## src/rtl/axis_slave_capture.sv

```systemverilog
// ---------------------------------------------------------------------------
// axis_slave_capture
//
// AXI-Stream slave that captures one frame of up to trans_lenth words into an
// internal buffer each time it is armed. The frame length is checked against
// s_tlast. A one-cycle done pulse, the word count and a length-error flag
// report the result. A registered read port gives access to the buffer.
//
// Optional build macro: AXIS_SLAVE_CHECKSUM_EN
//   When defined, adds output csum, which is the modulo-2^data_width sum of
//   the accepted words of the current or last frame.
//
// Ports:
//   clk       system clock, rising edge
//   rst       asynchronous reset, active-low
//   s_data    stream data
//   s_valid   stream valid
//   s_tlast   last word of frame
//   s_ready   slave ready (registered)
//   en        arm capture; sampled in IDLE only
//   done      one-cycle pulse when a frame capture ends
//   err_len   frame length error, held until next arm
//   word_cnt  words accepted in current/last frame (0..trans_lenth)
//   rd_addr   buffer read address
//   rd_data   buffer read data, 1-cycle latency
//   csum      running data checksum (AXIS_SLAVE_CHECKSUM_EN only)
//
// State table:
//   state | meaning
//   IDLE  | not ready; waits for en to arm a capture
//   RECV  | s_ready high; each handshake writes one buffer word
//   DONE  | single cycle with done high, then back to IDLE
// ---------------------------------------------------------------------------
module axis_slave_capture #(
    parameter int data_width  = 32,
    parameter int trans_width = 4,
    parameter int trans_lenth = 2**trans_width
) (
    input  logic                   clk,
    input  logic                   rst,
    input  logic [data_width-1:0]  s_data,
    input  logic                   s_valid,
    input  logic                   s_tlast,
    output logic                   s_ready,
    input  logic                   en,
    output logic                   done,
    output logic                   err_len,
    output logic [trans_width:0]   word_cnt,
    input  logic [trans_width-1:0] rd_addr,
`ifdef AXIS_SLAVE_CHECKSUM_EN
    output logic [data_width-1:0]  rd_data,
    output logic [data_width-1:0]  csum
`else
    output logic [data_width-1:0]  rd_data
`endif
);

    typedef enum logic [1:0] {
        IDLE = 2'd0,
        RECV = 2'd1,
        DONE = 2'd2
    } state_t;

    localparam logic [trans_width-1:0] CNT_LAST = trans_width'(trans_lenth - 1);
    localparam logic [trans_width-1:0] CNT_ONE  = trans_width'(1);
    localparam logic [trans_width:0]   WC_ONE   = (trans_width + 1)'(1);

    state_t                 state;
    logic [trans_width-1:0] cnt;
    logic [data_width-1:0]  mem [trans_lenth];

    logic hs;
    logic wr_en;
    logic at_last;

    assign hs      = s_valid && s_ready;
    assign wr_en   = hs && (state == RECV);
    assign at_last = (cnt == CNT_LAST);

    always_ff @(posedge clk or negedge rst) begin
        if (!rst) begin
            state    <= IDLE;
            s_ready  <= 1'b0;
            done     <= 1'b0;
            err_len  <= 1'b0;
            word_cnt <= '0;
            cnt      <= '0;
        end else begin
            case (state)
                IDLE: begin
                    done <= 1'b0;
                    if (en) begin
                        state    <= RECV;
                        s_ready  <= 1'b1;
                        word_cnt <= '0;
                        err_len  <= 1'b0;
                        cnt      <= '0;
                    end else begin
                        s_ready <= 1'b0;
                    end
                end
                RECV: begin
                    done <= 1'b0;
                    if (hs) begin
                        word_cnt <= word_cnt + WC_ONE;
                        if (s_tlast || at_last) begin
                            // Error when tlast and the buffer end disagree:
                            // early tlast or a full frame without tlast.
                            err_len <= (s_tlast != at_last);
                            state   <= DONE;
                            s_ready <= 1'b0;
                            done    <= 1'b1;
                        end else begin
                            cnt <= cnt + CNT_ONE;
                        end
                    end
                end
                DONE: begin
                    done    <= 1'b0;
                    s_ready <= 1'b0;
                    state   <= IDLE;
                end
                default: begin
                    done    <= 1'b0;
                    s_ready <= 1'b0;
                    state   <= IDLE;
                end
            endcase
        end
    end

    // Buffer is deliberately not reset; only the read register is.
    always_ff @(posedge clk) begin
        if (wr_en) begin
            mem[cnt] <= s_data;
        end
    end

    // Non-blocking read of the same array gives read-before-write.
    always_ff @(posedge clk or negedge rst) begin
        if (!rst) begin
            rd_data <= '0;
        end else begin
            rd_data <= mem[rd_addr];
        end
    end

`ifdef AXIS_SLAVE_CHECKSUM_EN
    always_ff @(posedge clk or negedge rst) begin
        if (!rst) begin
            csum <= '0;
        end else if (state == IDLE && en) begin
            csum <= '0;
        end else if (wr_en) begin
            csum <= csum + s_data;
        end
    end
`endif

endmodule

```

## config.mk

```make
export PLATFORM = sky130hd
export DESIGN_NAME = axis_slave_capture
export DESIGN_NICKNAME = d
export VERILOG_FILES = /design/src/rtl/axis_slave_capture.sv
export SDC_FILE = /design/constraint.sdc
export NUM_CORES = 1
export LEC_CHECK = 0
export CORE_MARGIN = 1.5
export CORE_UTILIZATION = 30
export CTS_BUF_LIST = sky130_fd_sc_hd__clkbuf_2 sky130_fd_sc_hd__clkbuf_4 sky130_fd_sc_hd__clkbuf_8
export CTS_CLUSTER_SIZE = 24
export DETAILED_ROUTE_END_ITERATION = 6
export DONT_BUFFER_PORTS = 1
export GPL_ROUTABILITY_DRIVEN = 0
export HOLD_SLACK_MARGIN = 0.15
export SLEW_MARGIN = 10
export SYNTH_ARGS = -nofsm -noshare
export SYNTH_HDL_FRONTEND = slang
export SYNTH_SLANG_ARGS = --single-unit
```

## constraint.sdc

```tcl
create_clock -name clk -period 3.7 [get_ports clk]
set_input_delay 0.37 -clock clk [delete_from_list [all_inputs] [get_ports clk]]
set_output_delay 0.37 -clock clk [all_outputs]
set_load 0.02 [all_outputs]
```

; ---- After elaboration in Yosys (flattened, before gate mapping)
; Memory sizes are Yosys's and may differ from the RTL's. A register that Yosys moved wholly into a read port is not among the register bits.
; Index checks and enable logic that the tools add are counted.
[word_totals]
mem_bits_rw = 512
mem_count = 1
word_cells = 51
romBits = 0
register_bits = 14
inputBits = 41
latchBits = 0
[op_classes]
order_cmp = 0
n_reduce_logical = 11
eq_ne = 7
bitwise_logic = 0
n_shift = 0
div_mod_pow = 0
n_addsub = 2
multipliers = 0
mux = 24
[memory_table]
columns = name, depth, word_bits, read_ports, rd_clocked_by_memory_dff, write_ports, line
row1 = mem, 16, 32, 1, 1, 1, 70  ; logic [data_width-1:0] mem [trans_lenth];
[op_table]
columns = operator, n
row1 = $mux W4, 3
row2 = $mux W1, 11
row3 = $mux W5, 2
row4 = $pmux W5 S2, 1
row5 = $pmux W4 S2, 1
row6 = $reduce_and A4 Y1, 2
row7 = $mux W2, 3
row8 = $ne A2 B2 Y1 const B, 3
row9 = $reduce_and A3 Y1, 2
row10 = $add A5 B1 Y5 const B, 1
row11 = $add A4 B1 Y4 const B, 1
row12 = $eq A4 B4 Y1 const B, 1
row13 = $pmux W1 S2, 2
row14 = $pmux W2 S2, 1
row15 = $eq A2 B1 Y1 const B, 1
row16 = $logic_and A1 B1 Y1, 2
row17 = $logic_not A2 Y1, 1
row18 = $ne A2 B1 Y1 const B, 1
row19 = $reduce_and A2 Y1, 1
row20 = $reduce_bool A2 Y1, 1
row21 = $logic_not A1 Y1, 1
row22 = $logic_or A1 B1 Y1, 1
row23 = $ne A1 B1 Y1, 1

; ---- Logic depth before layout (Yosys ltp)
[logic_depth]
word_depth = 5
ltp_mapped = 6
ltp_nobuf = 6

; ---- Least setup slack after synthesis
; OpenSTA, ideal clock, no wires.
[synth_path]
path_kind = reg2reg
startpoint = register state[1]
endpoint = memory mem[0][0], enable pin
synth_period_minus_slack_ps = 3769
n_path_buf = 2
arrival_ps = 3308
required_ps = 3239
stages_incl_launch_ff = 6
path_slack_ps = -69
path_cell_list = dfrtp_1 > buf_2 > and4b_1 > clkbuf_1 > nand2_1 > nor3_1
[synth_between]
elab_chain_len = 4
[synth_rtl]
columns = item, line
row1 = from (decl), 68  ; state_t state;
row2 = from (signal assigned), 82  ; state <= IDLE;
row3 = from (signal assigned), 93  ; state <= RECV;
row4 = from (signal assigned), 110  ; state <= DONE;
row5 = $eq A2 B1 Y1, 77  ; assign wr_en = hs && (state == RECV);
row6 = $logic_and A1 B1 Y1, 77
row7 = $mux W1, 134  ; if (wr_en) begin
row8 = $mux W1 (implied by the code), 135  ; mem[cnt] <= s_data;
row9 = to (decl), 70
; No other way between the ends.

; ---- Worst setup path after layout
[layout_path]
startpoint = register s_ready
endpoint = memory mem[15][23], enable pin
[layout_between]
elab_chain_len = 4
[layout_rtl]
columns = item, line
row1 = from (decl), 44  ; output logic s_ready,
row2 = from (signal assigned), 83  ; s_ready <= 1'b0;
row3 = from (signal assigned), 94  ; s_ready <= 1'b1;
row4 = from (signal assigned), 99  ; s_ready <= 1'b0;
row5 = $logic_and A1 B1 Y1, 76  ; assign hs = s_valid && s_ready;
row6 = $logic_and A1 B1 Y1, 77
row7 = $mux W1, 134
row8 = $mux W1 (implied by the code), 135
; No other way between the ends.

==> metrics.cfg <==
[synthesis]
syn_area_sq_um = 20730
ys_types = 35
synth_flop_cell = edfxtp_1
synthesis.nets = 959
synth-seq-area-share = 0.7970
synth_area_leader_cell = edfxtp_1
yosysTopAreaCellShare = 0.7415
synth-edff-count = 512
yosysMostFrequentCell = edfxtp_1
synth_seq_cells = 558
ys_warn_count = 0
synth_common_cells = 512 x edfxtp_1, 128 x mux4_2, 64 x a22oi_1
synth_area_per_cell_sq_um = 22.74
async_flop_share = 0.08244
postSynthCellCount = 912
synth_area_leaders = edfxtp_1 74%, mux4_2 14%, dfrtp_1 5.6%, a22oi_1 2.3%, nand2_1 0.72%

[worst_setup_path]
cp_slowest_stage_delay_ps = 560
crit_slowest_cell = nor2_4
path_buf_inv = 1
r2r-start = s_ready
crit_chain = and4b_1, nand2_1, nor2_4, buf_4
start_kind = flip-flop
worstPathRequired_ps = 4020
critical_path.max_fanout = 17
end_kind = flip-flop
worst_ep_arrival_time_ps = 2940
r2r_cells = 4
reg2reg_setup_slack_ps = 1080
reg2reg_to = mem[15][23]
critPathKind = flip-flop to flip-flop
critical_path.top_delay_family = simple AND/OR/NAND/NOR gates

[route]
drt_wl_total_um = 49860
drcViolationCount = 0
dr.pass1.iters = 7
via_count = 9736
ant_nets = 0
drt_first_iter_violations = 984
wire_per_inst_um = 25.21
drt-vias-per-instance = 4.922

[clock_tree]
clk_latency_ps = 650
cts.clk_slew.worst_paths_ps = 50
post_cts_buffers = 0
root_buffer = clkbuf_8
htreeDepth = 3
cts_num_sinks = 558
ctsHoldBuffers = 46
clk_path_buf_depth = 3
ctsResizeCount = 0
cts_buffers = 90
cts_tree = yes

[global_route]
grt_pass1_wl_um = 72170
grtUsageTotal = 0.1434
antenna_found_initial = 8
grt_overflow = 0
grt_pass1_vias = 10080
grt_max_degree = 121

[timing]
finalHoldViolCount = 0
period_needed_ps = 2620
rsz0062_at_grt = no
whs_ps = 193.0
finalMaxSlewViolations = 0
max_freq_mhz = 381.6
worst_pin_slew_ps = 1057
setup_viol = 0
fin_skew_ps = 18.12
post-route-period-util = 0.7082
relSlewSlack = 0.2935
tns_ps = 0

[hold_path]
min_from = s_valid
hold_depth = 2
hold_end = state[1]
hold_class = primary input to flip-flop

[job]
cap_violations = 0

[floorplan]
die_w_um = 265.9
initial_utilization = 0.3029
die_h_um = 265.9
dieArea_sq_um = 70700
ios = 81
rows = 96
core_area_sq_um = 68470

[power]
leakagePower_nw = 7.724
p_total_mw = 13.23
cellPowerDensity_nw_per_um2 = 545.8
peakVddDrop_uv = 257.0

[final_layout]
fin_cells = 1978
area_growth_syn_to_layout_pct = 16.93
post-route-util = 0.3541
nFillCells = 6315
drive_gt1_frac = 0.2937
nets = 1070

[place]
hpwl_um = 28160
place_inst = 1766
port_buffers = 0

[status]
outcome = finished clean

==> logic make-up after synthesis <==
family / count (synthesis) / synth area share
AO/OA/AOI/OAI: 83 / 0.02890
AND/OR/NAND/NOR: 81 / 0.01768
adder cells (fa/ha/maj): 6 / 0.003620
multiplexers: 130 / 0.1401
flip-flops: 558 / 0.7970
buffers and inverters: 54 / 0.01273
==> routing by layer <==
layer | up-vias | global-route usage | share of wire
met5 | - | 0 | 0.0015
met4 | 12 | 0.04223 | 0.022
met3 | 79 | 0.04085 | 0.081
met2 | 386 | 0.2248 | 0.48
met1 | 5187 | 0.1943 | 0.42
li1 | 4072 | - | -
==> sequential cells by signal, indices dropped and copies added (netlist names) <==
name      count
cnt           4
mem         512
err_len       1
done          1
rd_data      32
state         2
word_cnt      5
s_ready       1
==> placed cells by master, fill, tap and decap left out, types with 2 or more instances in the layout <==
cell	synthesis	layout
nor2_1	16	3
bufinv_16	0	3
a21oi_1	6	6
o31ai_1	2	2
a22oi_1	64	64
clkinv_1	0	13
dlygate4sd3_1	0	45
nor2_4	0	13
a21o_1	3	3
buf_4	11	20
or4_1	2	2
ha_1	6	6
nor3_4	0	4
o21ai_0	5	5
inv_1	6	6
dfrtp_1	46	46
inv_6	0	2
buf_16	0	2
nand2b_1	3	3
nand2_1	40	40
clkinvlp_4	0	2
clkinv_2	0	9
nor2b_4	0	2
edfxtp_1	512	512
nand3_1	4	4
diode_2	0	3
clkbuf_8	0	97
clkbuf_4	0	35
or3_1	2	2
mux4_2	128	128
==> area by class of cell <==
class	instances	area, sq um	area share
antenna	3	7.507	0.0003096
sequential	558	16530	0.6816
clock inverter	30	227.7	0.009393
inverter	6	22.52	0.0009289
clock buffer	132	1598	0.06590
tap	882	1104	0.04552
timing repair buffer	67	655.6	0.02704
multi-input combinational	300	4104	0.1693
==> worst max-delay path by stage <==
stage | from | cells after the start | endpoint
after CTS | s_ready | 4 | mem[15][21]
final | s_ready | 4 | mem[15][23]
after detailed placement | s_ready | 4 | mem[15][21]
after global placement | s_ready | 4 | mem[14][21]
after global routing | s_ready | 4 | mem[14][16]
after floorplan | state[1] | 5 | mem[4][0]
==> stage by stage <==
stage	setup WS, ps	cell area (sq um)
after floorplan	786.4	20750
final	1080	24240
after global placement	1079	21910
after CTS	1019	24230
after global routing	920.1	24240
after detailed placement	1027	21910
==> power breakdown <==
group,switching [mW],internal (mW)
clock,2.36,2.98
combinational,0.410,0.274
sequential,0.162,7.04
total,2.93,10.3
Note: power is estimated with default switching activity, not from simulation.
